## src/rtl/fetch_arbiter.sv

```systemverilog
// -----------------------------------------------------------------------------
// fetch_arbiter
// Round-robin arbiter that lets several state-machine requesters share one
// instruction-memory read port. Host instruction loads pass straight through
// to the memory write port. When the host is writing, no fetch is granted.
//
// Ports
//   clk, rst         rising-edge clock, asynchronous active-high reset
//   fetch_req        per-requester fetch request (held until granted)
//   fetch_addr       packed per-requester pc, slice i = [ADDR_W*i +: ADDR_W]
//   host_write_en / host_write_addr / host_instr_in   host load port
//   mem_instr_out    combinational read data from instruction memory
//   mem_read_addr    read address to instruction memory
//   mem_write_en / mem_write_addr / mem_write_data    memory write port
//   fetch_grant      one-hot combinational grant for the current cycle
//   instr_out        registered fetched instruction
//   instr_valid      one-hot registered valid, names the owner of instr_out
//   stall_count      (only with PIO_FETCH_PERF_EN) saturating count of cycles
//                    with a pending request but no grant
//
// Configuration macro: PIO_FETCH_PERF_EN enables the stall_count output.
// -----------------------------------------------------------------------------
module fetch_arbiter #(
    parameter int NUM_REQ = 4,
    parameter int ADDR_W  = 5,
    parameter int INSTR_W = 16
) (
    input  logic                      clk,
    input  logic                      rst,
    input  logic [NUM_REQ-1:0]        fetch_req,
    input  logic [NUM_REQ*ADDR_W-1:0] fetch_addr,
    input  logic                      host_write_en,
    input  logic [ADDR_W-1:0]         host_write_addr,
    input  logic [INSTR_W-1:0]        host_instr_in,
    input  logic [INSTR_W-1:0]        mem_instr_out,
    output logic [ADDR_W-1:0]         mem_read_addr,
    output logic                      mem_write_en,
    output logic [ADDR_W-1:0]         mem_write_addr,
    output logic [INSTR_W-1:0]        mem_write_data,
    output logic [NUM_REQ-1:0]        fetch_grant,
`ifdef PIO_FETCH_PERF_EN
    output logic [15:0]               stall_count,
`endif
    output logic [INSTR_W-1:0]        instr_out,
    output logic [NUM_REQ-1:0]        instr_valid
);

    localparam int PTR_W = (NUM_REQ > 1) ? $clog2(NUM_REQ) : 1;

    logic [PTR_W-1:0]   rr_ptr;
    logic [NUM_REQ-1:0] grant;
    logic [PTR_W-1:0]   grant_idx;
    logic               any_grant;
    logic [ADDR_W-1:0]  addr_slice [NUM_REQ];

    // Unpack the per-requester program counters.
    generate
        for (genvar gi = 0; gi < NUM_REQ; gi++) begin : g_addr
            assign addr_slice[gi] = fetch_addr[gi*ADDR_W +: ADDR_W];
        end
    endgenerate

    // Host writes are a pure pass-through to the memory write port.
    assign mem_write_en   = host_write_en;
    assign mem_write_addr = host_write_addr;
    assign mem_write_data = host_instr_in;

    // Round-robin scan starting at rr_ptr. grant_idx falls back to rr_ptr
    // when nothing is granted so the read address stays well defined.
    // Reset is folded in so the grant is suppressed while rst is held.
    always_comb begin
        logic [PTR_W-1:0] idx;
        grant     = '0;
        grant_idx = rr_ptr;
        any_grant = 1'b0;
        idx       = rr_ptr;
        if (!rst && !host_write_en) begin
            for (int k = 0; k < NUM_REQ; k++) begin
                idx = rr_ptr + PTR_W'(k);
                if (!any_grant && fetch_req[idx]) begin
                    grant[idx] = 1'b1;
                    grant_idx  = idx;
                    any_grant  = 1'b1;
                end
            end
        end
    end

    assign fetch_grant   = grant;
    assign mem_read_addr = addr_slice[grant_idx];

    // Memory read is combinational, so the fetched word is captured at the
    // end of the grant cycle and presented with a one-cycle latency.
    always_ff @(posedge clk or posedge rst) begin
        if (rst) begin
            rr_ptr      <= '0;
            instr_out   <= '0;
            instr_valid <= '0;
        end else if (any_grant) begin
            rr_ptr      <= grant_idx + PTR_W'(1);
            instr_out   <= mem_instr_out;
            instr_valid <= grant;
        end else begin
            instr_valid <= '0;
        end
    end

`ifdef PIO_FETCH_PERF_EN
    // Counts cycles where someone wanted the port but was blocked.
    always_ff @(posedge clk or posedge rst) begin
        if (rst) begin
            stall_count <= '0;
        end else if ((fetch_req != '0) && !any_grant && (stall_count != 16'hFFFF)) begin
            stall_count <= stall_count + 16'd1;
        end
    end
`endif

endmodule

```

## config.mk

```make
export PLATFORM = sky130hd
export DESIGN_NAME = fetch_arbiter
export DESIGN_NICKNAME = d
export VERILOG_FILES = /design/src/rtl/fetch_arbiter.sv
export SDC_FILE = /design/constraint.sdc
export NUM_CORES = 1
export LEC_CHECK = 0
export ABC_AREA = 1
export CAP_MARGIN = 15
export CORE_ASPECT_RATIO = 0.9
export CORE_MARGIN = 1.5
export CORE_UTILIZATION = 30
export DETAILED_ROUTE_END_ITERATION = 10
export DONT_BUFFER_PORTS = 1
export GPL_TIMING_DRIVEN = 0
export PLACE_DENSITY = 0.49
export SYNTH_ARGS = -nofsm -noshare
export SYNTH_HDL_FRONTEND = slang
export SYNTH_SLANG_ARGS = --single-unit
```

## constraint.sdc

```tcl
create_clock -name clk -period 3.37 [get_ports clk]
set_input_delay 0.674 -clock clk [delete_from_list [all_inputs] [get_ports clk]]
set_output_delay 0.674 -clock clk [all_outputs]
set_load 0.05 [all_outputs]
```

==> impl_results.md, run 1 <==
- Max_cap viols: 0
- DR vias: 1662
- Pint: 912 uW
- Most common cell in the netlist: nand2_1
- Die Width: ~86 um
- Crit. Startpoint: rr_ptr[1]
- Fin crit period: 3190 ps
- Tot GR Track Use: between 10% and 20%
- Total power: about 2400 uW
- Seq/Total Area, Yosys: ~30%
- Core ar.: roughly 6000 um2
- TNS Setup: 0 ps
- Vias in the first global route: between 1000 and 1500
- Dominant cell type by area after synthesis: dfrtp_1
- Worst-Skew Late Latency: between 200 and 300 ps
- Final hold violation count: 0
- Worst-case clock buffer depth: 2
- Worst-path clk slew: 70 ps
- Worst R2R Start: rr_ptr[1]
- Die area: ~6700 um2
- Worst-Margin Slew: approximately 800 ps
- Worst path cell trace: buf_6 -> clkinvlp_4 -> ha_4 -> inv_1 -> nand3_1 -> nand2_2 -> nand2_1 -> nor2_2 -> a21oi_2 -> inv_2 -> buf_2 -> nor2_4
- Post-DP HPWL: around 3300 um
- Synthesized area: between 1500 and 2000 um2
- Synthesized instance count: approximately 270
- CP max stage delay: about 370 ps
- Fraction of layout cells with a size suffix above 1: roughly 28%
- Syn_area_per_cell: 6.92 um2
- Slowest-stage cell, CP: dfrtp_1
- Gate power share: 63.4%
- N_diodes: 0
- #FFs+latches synth: 22
- Worst VDD drop: 0.500 mV
- Hold buffers post-CTS: 0
- Multi-input gate area: approximately 1000 um2
- Detail Route Antenna Nets: 0
- P_sw: approximately 1500 uW
- Final setup violation count: 0
- PD cells: approximately 1200 nW/um2
- Nets: around 350
- Pre-antenna DRT Iters: 5
- Worst Setup Start Kind: flop
- Cell Area, Placed: 1950 um2
- Row Count: 27
- WP data arrival: between 2000 and 3000 ps
- Setup CP Type: flop to output port
- Largest net degree at the start of global routing: 23
- CP Max Fanout: 10
- Routability cong.: approximately 0.81
- Root Buffer: clkbuf_8
- FILL cells: approximately 630
- CP bufs+invs: 5
- Height of the die: a little under 80 um
- Skew final: about 1.6 ps
- Per-cell routed wire length: approximately 12 um
- Ys Warns: 0
- IO Pins: roughly 120
- Post-layout instance area: ~2100 um2
- Relative slew margins: a little under half
- Clk pwr share: around 6.4%
- WP data required: between 2000 and 3000 ps
- Number of flops mapped to enable cells by yosys: 0
- Top-area cell type share of the netlist area: 29.6%
- Syn_nets: 340
- Cell family with most CP delay: simple AND/OR/NAND/NOR gates
- Register area: about 550 um2
- Initial Utilization: a little under a third
- Final Routed Wirelength: roughly 4200 um
- I/O Buffers: 0
- H-Tree Depth: 1
- Via density: ~4.8
- Share of total power in sequential cells: between 30% and 40%
- Setup crit end kind: output port
- Final Slew Violations: 0
- Initial DRC Count: 39
- Top_reg_cell synth: dfrtp_1
- Hold WC Path Type: primary input to asynchronous set/reset pin
- Netlist cell types: 25
- P_leak: 0.00116 uW
- Initial antenna violation count: 0
- Status: finished clean
- Synth top area cells: dfrtp_1 30%, nand2_1 17%, nand3_1 12%
- CTS tree: done
- First-pass GRT wire length: slightly below 7000 um
- Switch share: about 63%
- Number of remaining DRC errors: 0
- CTS Buf Count: 3
- List of most frequent post-synthesis cells: 86 x nand2_1, 46 x nand3_1, 32 x inv_1, 22 x buf_4, 22 x dfrtp_1
- Clk sinks: 22
- Grt ovf: 0
- Tcrit/Tclk final: between 90% and 100%
- Peak Freq: between 300 and 400 MHz
- P&R area growth vs syn: 14.0%
- Post-synth ARST share: 100%
final timing paths:
kind	endpoint	slack, ps	cells after the start
min	rr_ptr[0]	450	1
min reg2reg	rr_ptr[1]	760	5
max reg2reg	rr_ptr[1]	1170	14
max	fetch_grant[0]	180	12
max in group asynchronous	instr_out[13]	2420	1
min in group clk	instr_out[13]	530	2
per-layer routing:
metal / track usage [%] / share of wire [%] / vias up
li1: - / - / 836
met1: 17.1 / 44 / 738
met2: 20.3 / 47 / 86
met3: 2.98 / 7.9 / 2
met4: 1.45 / 0.45 / 0
met5: 0 / 0 / -
flip-flops by register name (all words and copies together), names as in the netlist:
register,cells
rr_ptr,2
instr_out,16
instr_valid,4
stage by stage:
stage               setup WS, ps  util, %  cells  hold WS, ps
floorplan                    302        -    269          663
global placement           -23.6     32.3    341          765
detailed placement         -53.8     32.3    341          769
CTS                         3.98     34.1    346          488
global route               -7.93     35.1    348          521
finish                       182     35.1    348          455
repair_timing:
action	CTS	global route
resized for setup	14	10
setup buffers	2	2
setup endpoints to repair	9	8
pin swaps	1	2
endpoints found under the hold margin	0	0
area by class of cell:
cell class	count	area share, %
flip-flops and latches	22	26.0
well taps	72	4.25
clock buffers	3	1.95
plain buffers	31	11.3
inverters	35	6.61
repair buffers	4	1.42
multi-input cells	181	48.6
layout by cell type (no fill, tap or decap), drive strengths merged:
cell       n
nand2     98
nand3     51
buf       35
inv       34
dfrtp     22
nor2      10
a21oi      8
ha         7
clkbuf     3
o221ai     2
clkinvlp   1
nand4      1
o21ai      1
o22ai      1
nor3       1
o211ai     1
cells by family (layout without fill, tap and decap cells):
family	after synthesis	after routing	synth area share, %
simple gates	161	161	40.6
fa+ha+maj	7	7	4.71
flops	22	22	29.6
compound gates	13	13	4.91
buf+inv	66	73	20.2
power groups by stage:
stage / Sequential (uW) / Clock [uW] / Combinational (uW)
3_5_place_dp: 757 / 0 / 1360
3_3_place_gp: 754 / 0 / 1360
6_report: 737 / 156 / 1550
4_1_cts: 740 / 161 / 1470
5_1_grt: 750 / 177 / 1710
2_1_floorplan: 735 / 0 / 1170
worst register-to-register path: stages, from the launching register on:
cell and delay (ps):
dfrtp_1 370, buf_6 150, clkinvlp_4 160, ha_4 330, inv_1 70, nand3_1 90
nand2_2 100, nand2_1 110, nor2_2 50, a21oi_2 190, buf_2 240, nand3_1 110
nand2_1 70, nand2_1 40, nand2_1 50
No activity file was read; power rests on OpenSTA's default activity.
==> run 2, diff against run 1 <==
--- a/config.mk
+++ b/config.mk
@@ -6,7 +6,6 @@
 export NUM_CORES = 1
 export LEC_CHECK = 0
 export ABC_AREA = 1
-export CAP_MARGIN = 15
 export CORE_ASPECT_RATIO = 0.9
 export CORE_MARGIN = 1.5
 export CORE_UTILIZATION = 30
@@ -14,6 +13,7 @@
 export DONT_BUFFER_PORTS = 1
 export GPL_TIMING_DRIVEN = 0
 export PLACE_DENSITY = 0.49
+export REMOVE_ABC_BUFFERS = 1
 export SYNTH_ARGS = -nofsm -noshare
 export SYNTH_HDL_FRONTEND = slang
 export SYNTH_SLANG_ARGS = --single-unit
==> run 2 against run 1 <==
Cell count down 8.3%. Largest power group unchanged. Critical path type unchanged. Worst setup slack better by 49 ps. Worst hold slack better by 30 ps.
==> impl_results.md, run 2 (same netlist as run 1, synthesis figures left out) <==
- WP data arrival: roughly 2500 ps
- Fraction of layout cells with a size suffix above 1: roughly 18%
- Post-DP HPWL: 3430 um
- Most frequent CP cell: nand3_1
- Initial DRC Count: between 100 and 150
- Placed Instances: 310
- Worst path cell trace: inv_6 -> ha_1 -> inv_1 -> nand3_1 -> nand2_2 -> nand2_1 -> nor3_1 -> nor2_1 -> a21oi_4 -> nand3_1 -> nand2_4
- Final Routed Wirelength: ~5000 um
- Per-cell routed wire length: about 16 um
- Largest net degree at the start of global routing: 24
- CTS tree: done
- Row Count: 27
- Setup CP Type: flop to output port
- I/O Buffers: 0
- Nets: 320
- Worst VDD drop: approximately 0.38 mV
- Die area: between 6000 and 7000 um2
- IO Pins: between 100 and 150
- Cell family with most CP delay: simple AND/OR/NAND/NOR gates
- Worst-Margin Slew: a little under 900 ps
- Fin crit period: 3140 ps
- Die Width: roughly 86 um
- WP data required: about 2700 ps
- Detail Route Antenna Nets: 0
- Final Slew Violations: 0
- Worst Setup Start Kind: flop
- P&R area growth vs syn: 2.15%
- Hold WC Path Type: primary input to asynchronous set/reset pin
- Worst-case clock buffer depth: 2
- CP bufs+invs: 2
- CP max stage delay: between 400 and 500 ps
- Pre-antenna DRT Iters: 4
- Worst-Skew Late Latency: between 200 and 300 ps
- Core ar.: around 6000 um2
- CTS Buf Count: 3
- Final setup violation count: 0
- Peak Freq: ~320 MHz
- Via density: between 4 and 5
- H-Tree Depth: 1
- Util after Layout: between 30% and 40%
- Max_cap viols: 0
- Commonest non-fill, non-tap cell in the layout: nand2_1
- Tot GR Track Use: 14.7%
- Setup crit end kind: output port
- Clk sinks: 22
- Grt ovf: 0
- Hold buffers post-CTS: 0
- Slowest-stage cell, CP: dfrtp_2
- Worst-path clk slew: approximately 80 ps
- Unrepaired setup endpoints after global routing: false
- Dpl ws: -1050 ps
- Most frequent cells in the layout: 81 x nand2_1, 46 x nand3_1, 31 x inv_1
- Status: finished clean
- N_diodes: 0
- Routability cong.: roughly 0.80
- Most flop-heavy register: instr_out
- Number of remaining DRC errors: 0
- TNS Setup: 0 ps
- Post-route insts no fill: roughly 320
- DR vias: between 1500 and 2000
- Final hold violation count: 0
- Relative slew margins: 41.7%
- PnR worst setup slack: between 200 and 250 ps
- Skew final: approximately 2.4 ps
- Top flop regs: instr_out: 16 flops, instr_valid: 4 flops, rr_ptr: 2 flops
- Initial Utilization: between 30% and 40%
- P_leak: ~0.0010 uW
- Height of the die: between 70 and 80 um
- Max reg flops: 16
- First-pass GRT wire length: slightly below 8000 um
- Vias in the first global route: roughly 1400
- Initial antenna violation count: 0
- Root Buffer: clkbuf_8
- PD cells: 1230 nW/um2
- Tcrit/Tclk final: about 93%
- CP Max Fanout: 12
==> run 2: cell count changes in the layout (fill, tap and decap cells not counted), moves of 3 or more <==
cell,change
buf_6,-3
nand2_4,+3
nand2_2,-5
buf_4,-21
buf_2,-5
==> run 2: where the power goes <==
| group | internal (uW) | switching (uW) | leakage (uW) |
|---|---|---|---|
| Clock | 79.5 | 78.6 | 0.0000216 |
| Sequential | 359 | 389 | 0.000275 |
| Combinational | 393 | 1030 | 0.000730 |
==> run 2: final cells by class <==
cell class / count / area (um2)
clock buffers: 3 / 41.3
flip-flops and latches: 22 / 553
well taps: 72 / 90.1
fillers: 679 / 4150
multi-input cells: 182 / 1040
inverters: 35 / 139
repair buffers: 5 / 37.5
==> run 2: worst paths after layout <==
check / startpoint / to / slack [ps] / cells after the start
max in group asynchronous: rst / rr_ptr[1] / 2290 / 1
hold / removal: rst / instr_valid[1] / 480 / 1
hold reg to reg: rr_ptr[0] / rr_ptr[0] / 700 / 2
setup reg to reg: rr_ptr[0] / rr_ptr[1] / 1120 / 14
setup / recovery: rr_ptr[0] / mem_read_addr[1] / 230 / 11
min in group clk: mem_instr_out[0] / instr_out[0] / 530 / 2
==> run 2: per-stage QoR <==
step	area, um2	hold WS, ps	power [uW]
floorplan	1620	663	1750
global placement	1710	776	1960
detailed placement	1710	780	1970
CTS	1850	523	2270
global route	1900	522	2520
finish	1900	485	2330
==> run 2: layer usage <==
layer	vias up	part of all wire, %	GRT usage (%)
met5	-	0	3.31
met4	0	0.16	2.42
met3	2	10	5.53
met2	93	40	20.3
met1	717	49	21.5
li1	778	-	-
==> run 2: worst reg2reg max path, cell delays in order (launching register included) <==
cell     delay, ps
dfrtp_2        420
inv_6           90
ha_1           370
inv_1           90
nand3_1        100
nand2_2        100
nand2_1        140
nor2_4          60
buf_4          140
a21oi_4        200
buf_4          230
nand3_1        110
nand2_1         70
nand2_1         40
nand2_1         40
==> run 2: what timing repair did <==
item | in CTS | in global routing
gates cloned | 1 | 0
endpoints found under the setup margin | 9 | 5
resized for setup | 19 | 8
pin swaps | 4 | 3
buffers inserted | 3 | 2
==> run 3, diff against run 2 <==
--- a/config.mk
+++ b/config.mk
@@ -7,7 +7,7 @@
 export LEC_CHECK = 0
 export ABC_AREA = 1
 export CORE_ASPECT_RATIO = 0.9
-export CORE_MARGIN = 1.5
+export CORE_MARGIN = 2
 export CORE_UTILIZATION = 30
 export DETAILED_ROUTE_END_ITERATION = 10
 export DONT_BUFFER_PORTS = 1
==> run 3 against run 2 <==
Non-clock buffer count decreased by 1. Clock power increased by 13%. First-iteration DRC count decreased by 24%. Core utilization about the same. Sequential power about the same. Clock-buffer cell count increased by 1. Highest routed layer unchanged. Combinational power about the same.
==> impl_results.md, run 3 (same netlist as run 1, synthesis figures left out) <==
- Status: finished clean
- Largest net degree at the start of global routing: 24
- Die Width: roughly 87 um
- Most frequent CP cell: inv_1
- Tcrit/Tclk final: ~93%
- CTS Buf Count: 3
- Setup crit end kind: output port
- Worst R2R Start: rr_ptr[0]
- Peak Freq: between 300 and 400 MHz
- Register area: about 550 um2
- Initial Utilization: between 30% and 40%
- Clk sinks: 22
- DR vias: ~1600
- Number of remaining DRC errors: 0
- Multi-input gate area: around 1000 um2
- Top flop regs: instr_out: 16 flops, instr_valid: 4 flops, rr_ptr: 2 flops
- Fin crit period: around 3100 ps
- CP Max Fanout: 12
- End of the worst register-to-register path: rr_ptr[1]
- Hold buffers post-CTS: 0
- Worst-path clk slew: 70 ps
- Fraction of layout cells with a size suffix above 1: a little under a fifth
- Relative slew margins: 42.6%
- Skew final: 3.32 ps
- WP data arrival: around 2500 ps
- Detail Route Antenna Nets: 0
- Final Slew Violations: 0
- Final setup violation count: 0
- IO Pins: 115
- N_diodes: 0
- Tot GR Track Use: between 10% and 20%
- Slowest-stage cell, CP: a21oi_2
- Die area: just under 7000 um2
- Core ar.: ~6000 um2
- I/O Buffers: 0
- Worst-Margin Slew: between 800 and 900 ps
- Unrepaired setup endpoints after global routing: false
- Via density: a little under 5
- Initial DRC Count: 81
- Post-route insts no fill: around 320
- Setup CP Type: flop to output port
- Final hold violation count: 0
- Worst path cell trace: inv_6 -> ha_1 -> inv_1 -> nand3_1 -> nand2_2 -> nand4_2 -> inv_1 -> nand2_1 -> a21oi_2
- CP endpoint: fetch_grant[1]
- Worst Setup Start Kind: flop
- Util after Layout: a little under a third
- Hold WC Path Type: primary input to asynchronous set/reset pin
- Worst VDD drop: between 0.3 and 0.4 mV
- Root Buffer: clkbuf_8
- Worst R2R Setup Slack: roughly 1100 ps
- Most frequent cells in the layout: 81 x nand2_1, 46 x nand3_1, 31 x inv_1
- Row Count: 27
- Per-cell routed wire length: 15.4 um
- Placed Instances: 310
- Commonest non-fill, non-tap cell in the layout: nand2_1
- Final Routed Wirelength: 4900 um
- Hold WS: a little under 500 ps
- Routability cong.: around 0.77
- P&R area growth vs syn: 2.22%
- First-pass GRT wire length: 7580 um
- Worst-Skew Late Latency: about 250 ps
- H-Tree Depth: 1
- Initial antenna violation count: 0
- Grt ovf: 0
- Pre-antenna DRT Iters: 4
- Reg2Reg Depth: 14
- TNS Setup: 0 ps
- Worst-case clock buffer depth: 2
- Max_cap viols: 0
- Max reg flops: 16
- Vias in the first global route: roughly 1500
- Most flop-heavy register: instr_out
- Nets: about 320
- PD cells: 1230 nW/um2
- CTS tree: done
- FILL cells: 673
- Height of the die: 78.7 um
- Post-DP HPWL: roughly 3500 um
- P_leak: 0.00102 uW
- CP max stage delay: approximately 530 ps
- WP data required: approximately 2700 ps
- Crit. Startpoint: rr_ptr[0]
run 3: cell count changes in the layout (fill, tap and decap cells not counted), sizes merged:
cell    previous run  this run
buf                5         4
clkbuf             3         4
run 3: what timing repair did:
action | in CTS | in global routing
gates cloned | 1 | 0
gates resized for setup | 19 | 7
setup endpoints to repair | 9 | 5
buffers inserted | 3 | 1
pin swaps | 4 | 1
run 3: worst min-delay path by stage:
stage                     to              from
2_1_floorplan   instr_out[0]               rst
3_3_place_gp    instr_out[5]      instr_out[5]
3_5_place_dp   instr_out[11]     instr_out[11]
4_1_cts            rr_ptr[0]               rst
5_1_grt         instr_out[4]  mem_instr_out[4]
6_report           rr_ptr[0]               rst
run 3: cell type report:
class / count / area share, %
clock buffer: 4 / 2.89
inverter: 35 / 7.30
multi-input combinational: 182 / 54.4
sequential: 22 / 29.1
tap: 72 / 4.74
timing repair buffer: 4 / 1.58
run 3: metrics by stage:
stage | worst slack, ps | total power, uW | area (um2)
after detailed placement | -1050 | 1960 | 1710
after global routing | 43.0 | 2520 | 1900
after global placement | -1100 | 1960 | 1710
after CTS | 76.0 | 2290 | 1860
final | 231 | 2330 | 1900
after floorplan | -236 | 1750 | 1620
run 3: report_power, final:
part | internal, uW | switching, uW | leakage [uW]
Clock | 104 | 75.8 | 0.0000288
Sequential | 359 | 388 | 0.000275
Combinational | 382 | 1030 | 0.000718
run 3: layer usage:
metal / global-route usage, % / vias up / part of all wire (%)
met3: 4.89 / 2 / 10
li1: - / 781 / -
met1: 20.3 / 718 / 50
met2: 19.7 / 84 / 40
met5: 3.31 / - / 0
met4: 1.41 / 0 / 0.18
run 3: critical path: cells and delay by family, from the launching register on:
| family | cells | cell delay [ps] |
|---|---|---|
| simple gates | 4 | 500 |
| buf+inv | 3 | 430 |
| fa+ha+maj | 1 | 310 |
| flops | 1 | 450 |
| compound gates | 1 | 530 |
